### src/rtl/branch_target_loader.sv
// Byte-stream loader for the branch-target table: pairs of bytes become D-bit
// targets written into N entries, with a combinational index-to-target read port.
module branch_target_loader #(
    parameter int D = 10,
    parameter int N = 16
) (
    input  logic         clk,
    input  logic         reset_n,
    input  logic         start,
    input  logic         in_valid,
    input  logic [7:0]   in_data,
    output logic         in_ready,
    input  logic [3:0]   rd_addr,
    output logic [D-1:0] rd_target,
    output logic         busy,
    output logic         done,
    output logic         fmt_err
);

    localparam int CW = (N > 1) ? $clog2(N) : 1;
    // High-byte bits above target[D-1] must be zero; none exist when D == 16.
    localparam logic [7:0] HI_MASK = (D < 16) ? 8'(8'hFF << (D - 8)) : 8'h00;

    typedef enum logic [1:0] {
        IDLE    = 2'd0,
        LOAD_LO = 2'd1,
        LOAD_HI = 2'd2
    } state_t;

    state_t          state_q, state_d;
    logic [CW-1:0]   cnt_q, cnt_d;
    logic [7:0]      lo_hold_q, lo_hold_d;
    logic            fmt_err_q, fmt_err_d;
    logic            done_q, done_d;
    logic            wr_en;
    logic            accept;
    logic [D-1:0]    wr_data;
    logic [D-1:0]    rd_vec [16];

    assign in_ready = (state_q != IDLE);
    assign busy     = (state_q != IDLE);
    assign accept   = in_valid && in_ready;
    assign wr_data  = {in_data[D-9:0], lo_hold_q};
    assign done     = done_q;
    assign fmt_err  = fmt_err_q;

    always_comb begin
        state_d   = state_q;
        cnt_d     = cnt_q;
        lo_hold_d = lo_hold_q;
        fmt_err_d = fmt_err_q;
        done_d    = 1'b0;
        wr_en     = 1'b0;
        case (state_q)
            IDLE: begin
                if (start) begin
                    state_d   = LOAD_LO;
                    cnt_d     = '0;
                    fmt_err_d = 1'b0;
                end
            end
            LOAD_LO: begin
                if (start) begin
                    cnt_d     = '0;
                    fmt_err_d = 1'b0;
                end else if (accept) begin
                    lo_hold_d = in_data;
                    state_d   = LOAD_HI;
                end
            end
            LOAD_HI: begin
                // A restart wins over a byte presented in the same cycle.
                if (start) begin
                    state_d   = LOAD_LO;
                    cnt_d     = '0;
                    fmt_err_d = 1'b0;
                end else if (accept) begin
                    wr_en = 1'b1;
                    if ((in_data & HI_MASK) != 8'h00) begin
                        fmt_err_d = 1'b1;
                    end
                    if (cnt_q == CW'(N - 1)) begin
                        state_d = IDLE;
                        done_d  = 1'b1;
                    end else begin
                        cnt_d   = cnt_q + CW'(1);
                        state_d = LOAD_LO;
                    end
                end
            end
            default: begin
                state_d = IDLE;
            end
        endcase
    end

    always_ff @(posedge clk or negedge reset_n) begin
        if (!reset_n) begin
            state_q   <= IDLE;
            cnt_q     <= '0;
            lo_hold_q <= 8'h00;
            fmt_err_q <= 1'b0;
            done_q    <= 1'b0;
        end else begin
            state_q   <= state_d;
            cnt_q     <= cnt_d;
            lo_hold_q <= lo_hold_d;
            fmt_err_q <= fmt_err_d;
            done_q    <= done_d;
        end
    end

    // Entries are flops rather than RAM: reset must clear every target at once.
    generate
        for (genvar gi = 0; gi < 16; gi++) begin : gen_tbl
            if (gi < N) begin : gen_entry
                logic [D-1:0] entry_q, entry_d;

                always_comb begin
                    entry_d = entry_q;
                    if (wr_en && (cnt_q == CW'(gi))) begin
                        entry_d = wr_data;
                    end
                end

                always_ff @(posedge clk or negedge reset_n) begin
                    if (!reset_n) begin
                        entry_q <= '0;
                    end else begin
                        entry_q <= entry_d;
                    end
                end

                assign rd_vec[gi] = entry_q;
            end else begin : gen_pad
                assign rd_vec[gi] = '0;
            end
        end
    endgenerate

    assign rd_target = rd_vec[rd_addr];

endmodule

### config.mk
export PLATFORM = sky130hd
export DESIGN_NAME = branch_target_loader
export DESIGN_NICKNAME = d
export VERILOG_FILES = /design/src/rtl/branch_target_loader.sv
export SDC_FILE = /design/constraint.sdc
export NUM_CORES = 1
export LEC_CHECK = 0
export CELL_PAD_IN_SITES_DETAIL_PLACEMENT = 0
export CELL_PAD_IN_SITES_GLOBAL_PLACEMENT = 1
export CORE_UTILIZATION = 52
export DETAILED_ROUTE_END_ITERATION = 7
export PLACE_DENSITY_LB_ADDON = 0.05
export SLEW_MARGIN = 25
export SYNTH_ARGS = -nofsm -noshare
export SYNTH_HDL_FRONTEND = slang
export SYNTH_SLANG_ARGS = --single-unit
### constraint.sdc
create_clock -name clk -period 2.15 [get_ports clk]
set_input_delay 0.3225 -clock clk [delete_from_list [all_inputs] [get_ports clk]]
set_output_delay 0.3225 -clock clk [all_outputs]
set_load 0.03 [all_outputs]
==> summary.txt, run 1 <==
Run status
  • Status: completed

Worst setup path
  • Crit path cell chain: buf_2 -> buf_12 -> clkbuf_16 -> mux4_2 -> a22oi_1 -> nand2_1 -> buf_4
  • Startpoint Class: primary input
  • Critical path peak fanout: 7
  • Slowest-stage cell, CP: mux4_2
  • Crit path DAT: 1.80 ns
  • Setup CP Type: in -> out
  • Worst EP required: roughly 1.8 ns
  • CP Capture Type: output pin
  • Slowest stage delay, CP: around 0.5 ns

Clock tree
  • CTS tree: yes
  • Sink Count: 176
  • Clock buffer count from CTS: 17
  • Clk root buf: clkbuf_16
  • Longest Clk Path Bufs: 2
  • H-tree depth: 4
  • Later-pin clock latency in the skew report: ~0.43 ns
  • Setup Buffers After CTS: 0
  • CTS clk-pin slew, worst paths: 0.07 ns

Yosys
  • Commonest cells post-synth: dfrtp_1 (176), mux2_2 (168), mux4_2 (40)
  • Count leader, synth: dfrtp_1
  • Register area share after synthesis: a little over half
  • Syn Inst Count: 518
  • Share of flip-flops with an asynchronous set or reset: between 90% and 100%
  • Most frequently used flop master after synthesis: dfrtp_1
  • Yosys Warn Count: 0
  • Post-synth EDFFs: 0
  • Synth Register Bits: approximately 180
  • Post-synth top area share: a little over half
  • Top post-synthesis cells by area: dfrtp_1 (55%), mux2_2 (23%), mux4_2 (11%), a22oi_1 (1.9%), clkbuf_1 (0.79%)
  • Synth cell types: 37
  • Syn nets: ~540
  • Syn_area_per_cell: 15.56 sq um
  • Area leader, netlist: dfrtp_1
  • Post-Syn Area: ~8000 sq um

Power
  • Sw Pwr: 1.815 mW
  • Comb pwr share: about 7%
  • Power Density: 768.6 nW/um^2
  • Peak VDD IR: between 0.6 and 0.7 mV
  • Internal: 5.711 mW
  • Leakage: 4.721 nW
  • Clk pwr share: a little over two fifths
  • Switching Fraction: ~24%
  • Part of the power in registers: 48.8%
  • Total power: about 7.5 mW

Layout
  • Post-layout net count: just over 600
  • Fin cells: a little under 800
  • Post-route cell area: ~9800 sq um
  • P&R area growth vs syn: 21.47%
  • Share of cells above drive strength 1: 55.07%
  • ANT cells: 0

Routing
  • First drt pass iteration count: 4
  • Vias per std cell: roughly 6
  • WL/cell: 23.86 microns
  • Drt total wl: 18.82 mm
  • DR DRC count: 0
  • Post-route ant nets: 0
  • DR iter-0 viols: 321
  • Vias: 4732

Placed design
  • Final GP Congestion: slightly below 0.8
  • Placed cell count: 755
  • DPL Wire Length: between 10 and 15 mm
  • Port bufs: 29
  • Dpl cell area: 9076 sq um

Floorplan
  • DIE AREA: between 15000 and 20000 sq um
  • IO Pins: 30
  • Die height: 126.5 microns
  • Placement Rows: 45
  • Chip Width: 126.5 microns
  • Area of the core: approximately 15000 sq um
  • Starting Density: a little over half

Timing
  • Setup TNS: 0 ns
  • Final Cycle Share: approximately 100%
  • Worst Skew: 0.005936 ns
  • Final hold slack: 0.4058 ns
  • Crit path time final: 2.125 ns
  • F_max: between 0.4 and 0.5 GHz
  • Final setup viols: 0
  • Final hold vios: 0
  • Rel. slew slack: approximately three fifths
  • Final Max Slew Viols: 0
  • Worst Max-Slew Pin Slew: approximately 0.59 ns

GRT
  • Vias in the first global route: between 5000 and 6000
  • Maximum number of pins on one net before global-route repair: just over 50
  • Initial antenna violation count: 0
  • Congestion Overflow GR: 0
  • First-pass GRT wire length: approximately 30 mm
  • GRT Total Usage: 25.79%

Job
  • MaxCap Viol Count: 0

Hold path
  • Hold Crit Class: in -> async
==> critical path, delay by kind of cell <==
kind	cells	cell delay [ns]
AOI/OAI and AO/OA	1	0.21
buffers and inverters	4	0.65
and+or+nand+nor	1	0.10
muxes	1	0.51
==> cells by family (layout without fill, tap and decap cells) <==
family	Yosys count	count (layout)	share of synthesized area, %
buf+inv	36	119	1.893
simple gates	57	57	4.889
mux	209	209	34.77
compound gates	36	36	3.197
fa+ha+maj	4	4	0.6209
flops	176	176	54.63
==> stage by stage <==
stage          util (%)  setup WS (ns)
2_1_floorplan         -         0.1822
3_3_place_gp      59.93        -0.2904
3_5_place_dp      59.93        -0.3043
4_1_cts           64.23       0.001204
5_1_grt           64.65       -0.01854
6_report          64.65        0.02505
==> path summary, 6_finish.rpt <==
kind | cells after the start | slack (ns) | startpoint | endpoint
worst max register to register | 5 | 0.31 | cnt_q[0] | gen_tbl[15].gen_entry.entry_q[8]
min in group clk | 1 | 0.50 | gen_tbl[10].gen_entry.entry_q[1] | gen_tbl[10].gen_entry.entry_q[1]
worst min register to register | 1 | 0.50 | gen_tbl[10].gen_entry.entry_q[1] | gen_tbl[10].gen_entry.entry_q[1]
worst min-delay path | 2 | 0.41 | reset_n | done
worst max-delay path | 7 | 0.03 | rd_addr[0] | rd_target[0]
max in group asynchronous | 3 | 1.11 | reset_n | gen_tbl[9].gen_entry.entry_q[9]
==> layout by cell type, fill, tap and decap left out, types with 7 or more instances in the layout <==
cell	count
nand2_1	15
a22oi_1	14
mux4_2	40
clkbuf_16	18
mux2_2	168
buf_2	8
buf_4	28
nand2_2	7
buf_12	23
dfrtp_1	176
clkdlybuf4s50_1	14
==> metal layers <==
layer / global-route usage, % / up-vias / wire [microns]
met3: 4.429 / 19 / 611
met2: 42.80 / 79 / 9551
li1: - / 2093 / -
met5: 0 / - / 0
met1: 35.47 / 2541 / 8419
met4: 6.733 / 0 / 240
==> power groups by stage <==
stage | clock, mW | combinational [mW] | sequential (mW)
3_5_place_dp | 0 | 0.534 | 3.73
5_1_grt | 3.49 | 0.587 | 3.70
4_1_cts | 3.37 | 0.543 | 3.67
3_3_place_gp | 0 | 0.524 | 3.72
6_report | 3.31 | 0.545 | 3.67
2_1_floorplan | 0 | 0.386 | 3.57
==> sequential cells by signal, indices dropped and copies added, names as in the netlist <==
name	flops
cnt_q	4
done	1
fmt_err	1
gen_tbl.gen_entry.entry_q	160
lo_hold_q	8
state_q	2
==> layout make-up <==
cell class                      instances  area, sq um
Clock buffer                           19        452.9
Multi-Input combinational cell        306         3537
Fill cell                            1093         5354
Tap cell                              188        235.2
Timing Repair Buffer                   81        955.9
Sequential cell                       176         4404
Clock inverter                         13        183.9
Inverter                                6        22.52
==> timing repair <==
| item | 4_1_cts | 5_1_grt |
|---|---|---|
| hold endpoints to repair | 45 | 0 |
| pin swaps | 0 | 4 |
| hold buffers | 1 | 0 |
| endpoints found under the setup margin | 10 | 7 |
| gates cloned | 0 | 1 |
| resized for setup | 38 | 10 |
(Power assumes the default switching activity.)
==> run 2, diff against run 1 <==
Settings changed: ABC_AREA from default to 1, CORE_UTILIZATION 52 to 46.
==> run 2 against run 1 <==
Net effect: global-route usage barely moved; critical path depth fell by 4; hold slack got worse by 0.040 ns; highest routed layer unchanged; critical endpoint is now busy; register-to-register slack improved by 0.14 ns; sequential power rose by 11%; design area rose by 5.5%; critical path type is now reg -> out; setup slack improved by 0.079 ns; die area rose by 26%.
==> summary.txt, run 2 <==
Floorplan
  • Die height: roughly 140 microns
  • IO Pins: 30
  • Area of the core: ~19000 sq um
  • Chip Width: ~140 microns
  • Starting Density: between 40% and 50%
  • Placement Rows: 50
  • DIE AREA: approximately 20000 sq um

Timing
  • Rel. slew slack: between 40% and 50%
  • Crit path time final: a little over 2 ns
  • Final setup viols: 0
  • Final hold vios: 0
  • Setup TNS: 0 ns
  • Worst Max-Slew Pin Slew: about 0.79 ns
  • Final Max Slew Viols: 0
  • Worst Skew: slightly below 0.006 ns
  • Final Cycle Share: between 90% and 100%
  • Final hold slack: about 0.37 ns
  • F_max: 0.4888 GHz
  • RSZ-0062 raised after global routing: no

Yosys
  • Share of flip-flops with an asynchronous set or reset: 100.0%
  • Syn Inst Count: ~1200
  • Syn nets: 1203
  • Post-synth EDFFs: 0
  • Top post-synthesis cells by area: dfrtp_1 (49%), nand2_1 (15%), nand3_1 (8.0%), inv_1 (7.7%), o21ai_0 (6.7%)
  • Register area share after synthesis: 48.79%
  • Most frequently used flop master after synthesis: dfrtp_1
  • Yosys Warn Count: 0
  • Synth cell types: 26
  • Area leader, netlist: dfrtp_1
  • Post-synth top area share: 48.79%
  • Commonest cells post-synth: nand2_1 (371), inv_1 (185), dfrtp_1 (176)
  • Syn_area_per_cell: roughly 7.6 sq um
  • Synth Register Bits: ~180
  • Count leader, synth: nand2_1
  • Post-Syn Area: 9026 sq um

Layout
  • Commonest cells after routing, fill and taps aside: nand2_1 (371), inv_1 (185), dfrtp_1 (175), nand3_1 (144), o21ai_0 (121)
  • Post-route cell area: roughly 10000 sq um
  • Top Registers: gen_tbl.gen_entry.entry_q (160), lo_hold_q (8), cnt_q (4)
  • P&R area growth vs syn: 14.46%
  • ANT cells: 0
  • Max reg flops: 160
  • Share of cells above drive strength 1: 11.57%
  • Biggest register: gen_tbl.gen_entry.entry_q
  • Post-layout net count: about 1200
  • Commonest non-fill, non-tap cell in the layout: nand2_1

Clock tree
  • Sink Count: around 180
  • Clk root buf: clkbuf_16
  • CTS clk-pin slew, worst paths: about 0.070 ns
  • Later-pin clock latency in the skew report: approximately 0.43 ns
  • Longest Clk Path Bufs: 2
  • H-tree depth: 4
  • CTS tree: yes
  • Clock buffer count from CTS: 17
  • Setup Buffers After CTS: 0

Worst setup path
  • R2R Path End: gen_tbl[6].gen_entry.entry_q[2]
  • Worst R2R Start: state_q[1]
  • Crit path DAT: 1.72 ns
  • CP top delay family: buffers and inverters
  • Worst Setup SP: state_q[1]
  • Startpoint Class: flip-flop
  • Worst EP required: about 1.8 ns
  • Slowest-stage cell, CP: clkdlybuf4s50_1
  • Critical path peak fanout: 6
  • CP Capture Point: busy
  • CP Capture Type: output pin
  • Crit path cell chain: inv_2 -> nand2_1 -> clkdlybuf4s50_1
  • Setup CP Type: reg -> out
  • Flop-to-flop setup slack: roughly 0.45 ns
  • Crit path depth: 3
  • Slowest stage delay, CP: ~0.66 ns
  • Worst path bufs/invs: 2
  • R2R depth: 7

Power
  • Leakage: just under 5 nW
  • Power Density: 825.8 nW/um^2
  • Peak VDD IR: roughly 0.56 mV

Routing
  • Post-route ant nets: 0
  • First drt pass iteration count: 5
  • DR DRC count: 0
  • Drt total wl: around 24 mm
  • DR iter-0 viols: between 400 and 500
  • Vias per std cell: ~5
  • WL/cell: about 16 microns
  • Vias: 7273

Hold path
  • Hold Crit Class: in -> async

GRT
  • Maximum number of pins on one net before global-route repair: 59
  • Vias in the first global route: between 7000 and 8000
  • First-pass GRT wire length: 39.26 mm
  • GRT Total Usage: around a quarter
  • Initial antenna violation count: 0
  • Congestion Overflow GR: 0

Run status
  • Status: completed

Placed design
  • Port bufs: 29
  • DPL Wire Length: 15.08 mm
  • Dpl cell area: 9718 sq um
  • Final GP Congestion: between 0.7 and 0.8

Job
  • MaxCap Viol Count: 0
[run 2: cell count changes after synthesis, moves of 40 or more]
cell / previous run / this run
o21ai_0: 5 / 121
inv_1: 6 / 185
nand2_1: 16 / 371
mux2_2: 168 / 0
mux4_2: 40 / 0
nand3_1: 3 / 144
[run 2: report_power, final]
part | total, mW | leakage (nW) | switching (mW) | internal [mW]
Clock | 3.16 | 0.289 | 1.35 | 1.81
Sequential | 4.06 | 1.88 | 0.436 | 3.62
Combinational | 1.31 | 2.75 | 0.869 | 0.443
[run 2: cell type report]
cell class                 instances  area (sq um)
tap                              260         325.3
fill                            1845          8625
multi-input combinational        732          3428
clock inverter                    12         132.6
sequential                       176          4405
timing repair buffer              73         867.1
inverter                         188         705.7
clock buffer                      20         466.7
[run 2: worst reg2reg max path, cell delays in order, from the launching register on]
cell and delay [ns]:
dfrtp_1 0.43, inv_2 0.10, nor3_4 0.21, nand2_4 0.25, nor2_1 0.27, buf_12 0.19, nand2_1 0.06, o21ai_0 0.10
[run 2: what timing repair did]
item                                    4_1_cts  5_1_grt
endpoints found under the hold margin        38        0
hold buffers                                  1        0
gates resized for setup                       0        2
endpoints found under the setup margin        0        2
[run 2: metrics by stage]
step                cells  utilization, %  power (mW)  setup WS, ns
global placement     1428           51.27       5.438       0.09543
detailed placement   1428           51.27       5.445        0.1158
finish               1461           54.50       8.531        0.1041
floorplan            1183               -       4.831        0.5192
global route         1461           54.50       8.970       0.05389
CTS                  1461           54.48       8.620       0.03632
[run 2: cells by family (layout without fill, tap and decap cells)]
group	Yosys count	in the layout	synth area share [%]
AND/OR/NAND/NOR	552	552	26.14
buffers and inverters	275	293	13.22
AO/OA/AOI/OAI	176	176	11.28
flip-flops	176	176	48.79
adder cells (fa/ha/maj)	4	4	0.5545
[run 2: how the worst min path moves through the flow]
stage | depth (start not counted) | endpoint | startpoint
after global placement | 1 | gen_tbl[1].gen_entry.entry_q[4] | reset_n
after CTS | 2 | gen_tbl[0].gen_entry.entry_q[6] | reset_n
after detailed placement | 1 | gen_tbl[3].gen_entry.entry_q[6] | reset_n
after global routing | 2 | gen_tbl[2].gen_entry.entry_q[6] | reset_n
final | 2 | gen_tbl[3].gen_entry.entry_q[6] | reset_n
after floorplan | 0 | cnt_q[0] | reset_n
[run 2: routing by layer]
| layer | vias to the layer above | global-route usage, % | part of all wire [%] |
|---|---|---|---|
| li1 | 3652 | - | - |
| met1 | 3414 | 36.63 | 47 |
| met4 | 0 | 6.678 | 1.6 |
| met5 | - | 0 | 0 |
| met3 | 22 | 4.240 | 5.2 |
| met2 | 185 | 40.76 | 46 |
==> run 3, diff against run 2 <==
Settings changed: CORE_ASPECT_RATIO from default to 0.5.
==> run 3 against run 2 <==
Net effect: clock skew is 0.0029 ns higher; first-iteration DRC count is 43% higher; final cell count is 0.21% lower; critical path type is now in -> out; critical endpoint is now rd_target[9]; largest cell class unchanged.
==> summary.txt, run 3 (synthesis gave the netlist of run 2 again) <==
Run status
  • Status: completed

GRT
  • Vias in the first global route: 7158
  • Congestion Overflow GR: 0
  • First-pass GRT wire length: between 40 and 50 mm
  • Maximum number of pins on one net before global-route repair: between 70 and 80
  • GRT Total Usage: 27.26%
  • Initial antenna violation count: 0

Placed design
  • Final GP Congestion: approximately 0.83
  • Place WS: -0.01539 ns
  • Port bufs: 29
  • DPL Wire Length: roughly 17 mm
  • Placed cell count: 1426
  • Dpl cell area: around 9700 sq um

Worst setup path
  • Worst EP required: around 1.8 ns
  • CP Capture Type: output pin
  • Setup CP Type: in -> out
  • Startpoint Class: primary input
  • Crit path DAT: approximately 1.7 ns
  • Critical path peak fanout: 13

Layout
  • Fillers: between 1500 and 2000
  • Post-route cell area: just over 10000 sq um
  • Share of cells above drive strength 1: between 10% and 20%
  • P&R area growth vs syn: 14.32%
  • Biggest register: gen_tbl.gen_entry.entry_q
  • Commonest non-fill, non-tap cell in the layout: nand2_1
  • Top Registers: gen_tbl.gen_entry.entry_q (160), lo_hold_q (8), cnt_q (4)
  • Max reg flops: 160
  • ANT cells: 0
  • Post-layout net count: approximately 1200
  • Core Util, Final: approximately 55%
  • Fin cells: 1458
  • Commonest cells after routing, fill and taps aside: nand2_1 (371), inv_1 (184), dfrtp_1 (176), nand3_1 (142), o21ai_0 (121)

Clock tree
  • Sink Count: 176
  • H-tree depth: 4
  • Clk root buf: clkbuf_16
  • CTS tree: yes
  • Later-pin clock latency in the skew report: ~0.43 ns
  • CTS clk-pin slew, worst paths: 0.07 ns
  • Clock buffer count from CTS: 17
  • Longest Clk Path Bufs: 2

Timing
  • F_max: ~0.48 GHz
  • Smallest setup slack after layout: a little under 0.09 ns
  • RSZ-0062 raised after global routing: no
  • Worst Skew: between 0.008 and 0.009 ns
  • Final setup viols: 0
  • Final Cycle Share: a little over nine tenths
  • Setup TNS: 0 ns
  • Crit path time final: about 2.1 ns
  • Worst Max-Slew Pin Slew: slightly above 0.8 ns
  • Final Max Slew Viols: 0
  • Rel. slew slack: between 40 and 50%
  • Final hold slack: around 0.42 ns
  • Final hold vios: 0

Routing
  • Vias per std cell: just over 5
  • Drt total wl: 25.39 mm
  • Post-route ant nets: 0
  • DR iter-0 viols: approximately 650
  • First drt pass iteration count: 5
  • WL/cell: 17.42 microns
  • Vias: around 7500
  • DR DRC count: 0

Floorplan
  • Starting Density: about half
  • DIE AREA: just over 20000 sq um
  • IO Pins: 30
  • Die height: 101.1 microns
  • Placement Rows: 35
  • Chip Width: roughly 200 microns
  • Area of the core: 18790 sq um

Power
  • Leakage: approximately 4.9 nW
  • Power Density: roughly 840 nW/um^2
  • Total power: about 8.7 mW
  • Peak VDD IR: 0.7964 mV

Hold path
  • Hold Crit Class: in -> async

Job
  • MaxCap Viol Count: 0
-- run 3: changes by cell type in the layout (fill, tap and decap cells not counted), moves of 2 or more --
| cell | previous run | this run |
|---|---|---|
| clkinv_4 | 2 | 0 |
| nand3_2 | 0 | 2 |
| clkinvlp_4 | 3 | 5 |
| nand3_1 | 144 | 142 |
| inv_6 | 2 | 4 |
| clkinv_2 | 3 | 1 |
| dlygate4sd2_1 | 0 | 2 |
| clkbuf_8 | 3 | 0 |
-- run 3: worst max-delay path, cell delays in order --
cell             delay [ns]
clkdlybuf4s50_1        0.55
clkinvlp_4             0.13
buf_12                 0.16
buf_4                  0.16
nand3_1                0.10
nand3_1                0.07
nand2_1                0.08
buf_4                  0.16
-- run 3: layout make-up --
| class | instances | area [sq um] | area share, % |
|---|---|---|---|
| Timing Repair Buffer | 73 | 853.3 | 8.270 |
| Clock inverter | 12 | 160.2 | 1.552 |
| Tap cell | 259 | 324.1 | 3.141 |
| Inverter | 188 | 709.4 | 6.875 |
| Sequential cell | 176 | 4404 | 42.68 |
| Clock buffer | 18 | 429.2 | 4.159 |
| Multi-Input combinational cell | 732 | 3438 | 33.32 |
-- run 3: power by group --
part           switching (mW)  leakage, nW  internal (mW)
logic                    1.07         2.74          0.456
clock network            1.37        0.276           1.83
registers               0.348         1.89           3.62
-- run 3: final timing paths --
kind / cells past startpoint / to / from / slack [ns]
min in group clk: 3 / lo_hold_q[7] / in_data[7] / 0.48
setup / recovery: 8 / rd_target[9] / rd_addr[2] / 0.09
setup reg to reg: 7 / cnt_q[2] / cnt_q[0] / 0.40
hold / removal: 2 / gen_tbl[0].gen_entry.entry_q[9] / reset_n / 0.42
hold reg to reg: 2 / gen_tbl[15].gen_entry.entry_q[3] / gen_tbl[15].gen_entry.entry_q[3] / 0.49
max in group asynchronous: 3 / gen_tbl[3].gen_entry.entry_q[5] / reset_n / 1.06
-- run 3: routing by layer --
metal  track usage (%)  wire length (microns)  vias to the layer above
li1                  -                      -                     3650
met1             40.53                  12580                     3575
met2             41.13                  10850                      227
met3             5.979                   1796                       17
met4             4.615                    167                        0
met5                 0                      0                        -
-- run 3: repair_timing --
item / CTS / global route
setup buffers: 1 / 0
resized for setup: 4 / 2
hold buffers: 1 / 0
hold endpoints to repair: 44 / 0
setup endpoints to repair: 6 / 2
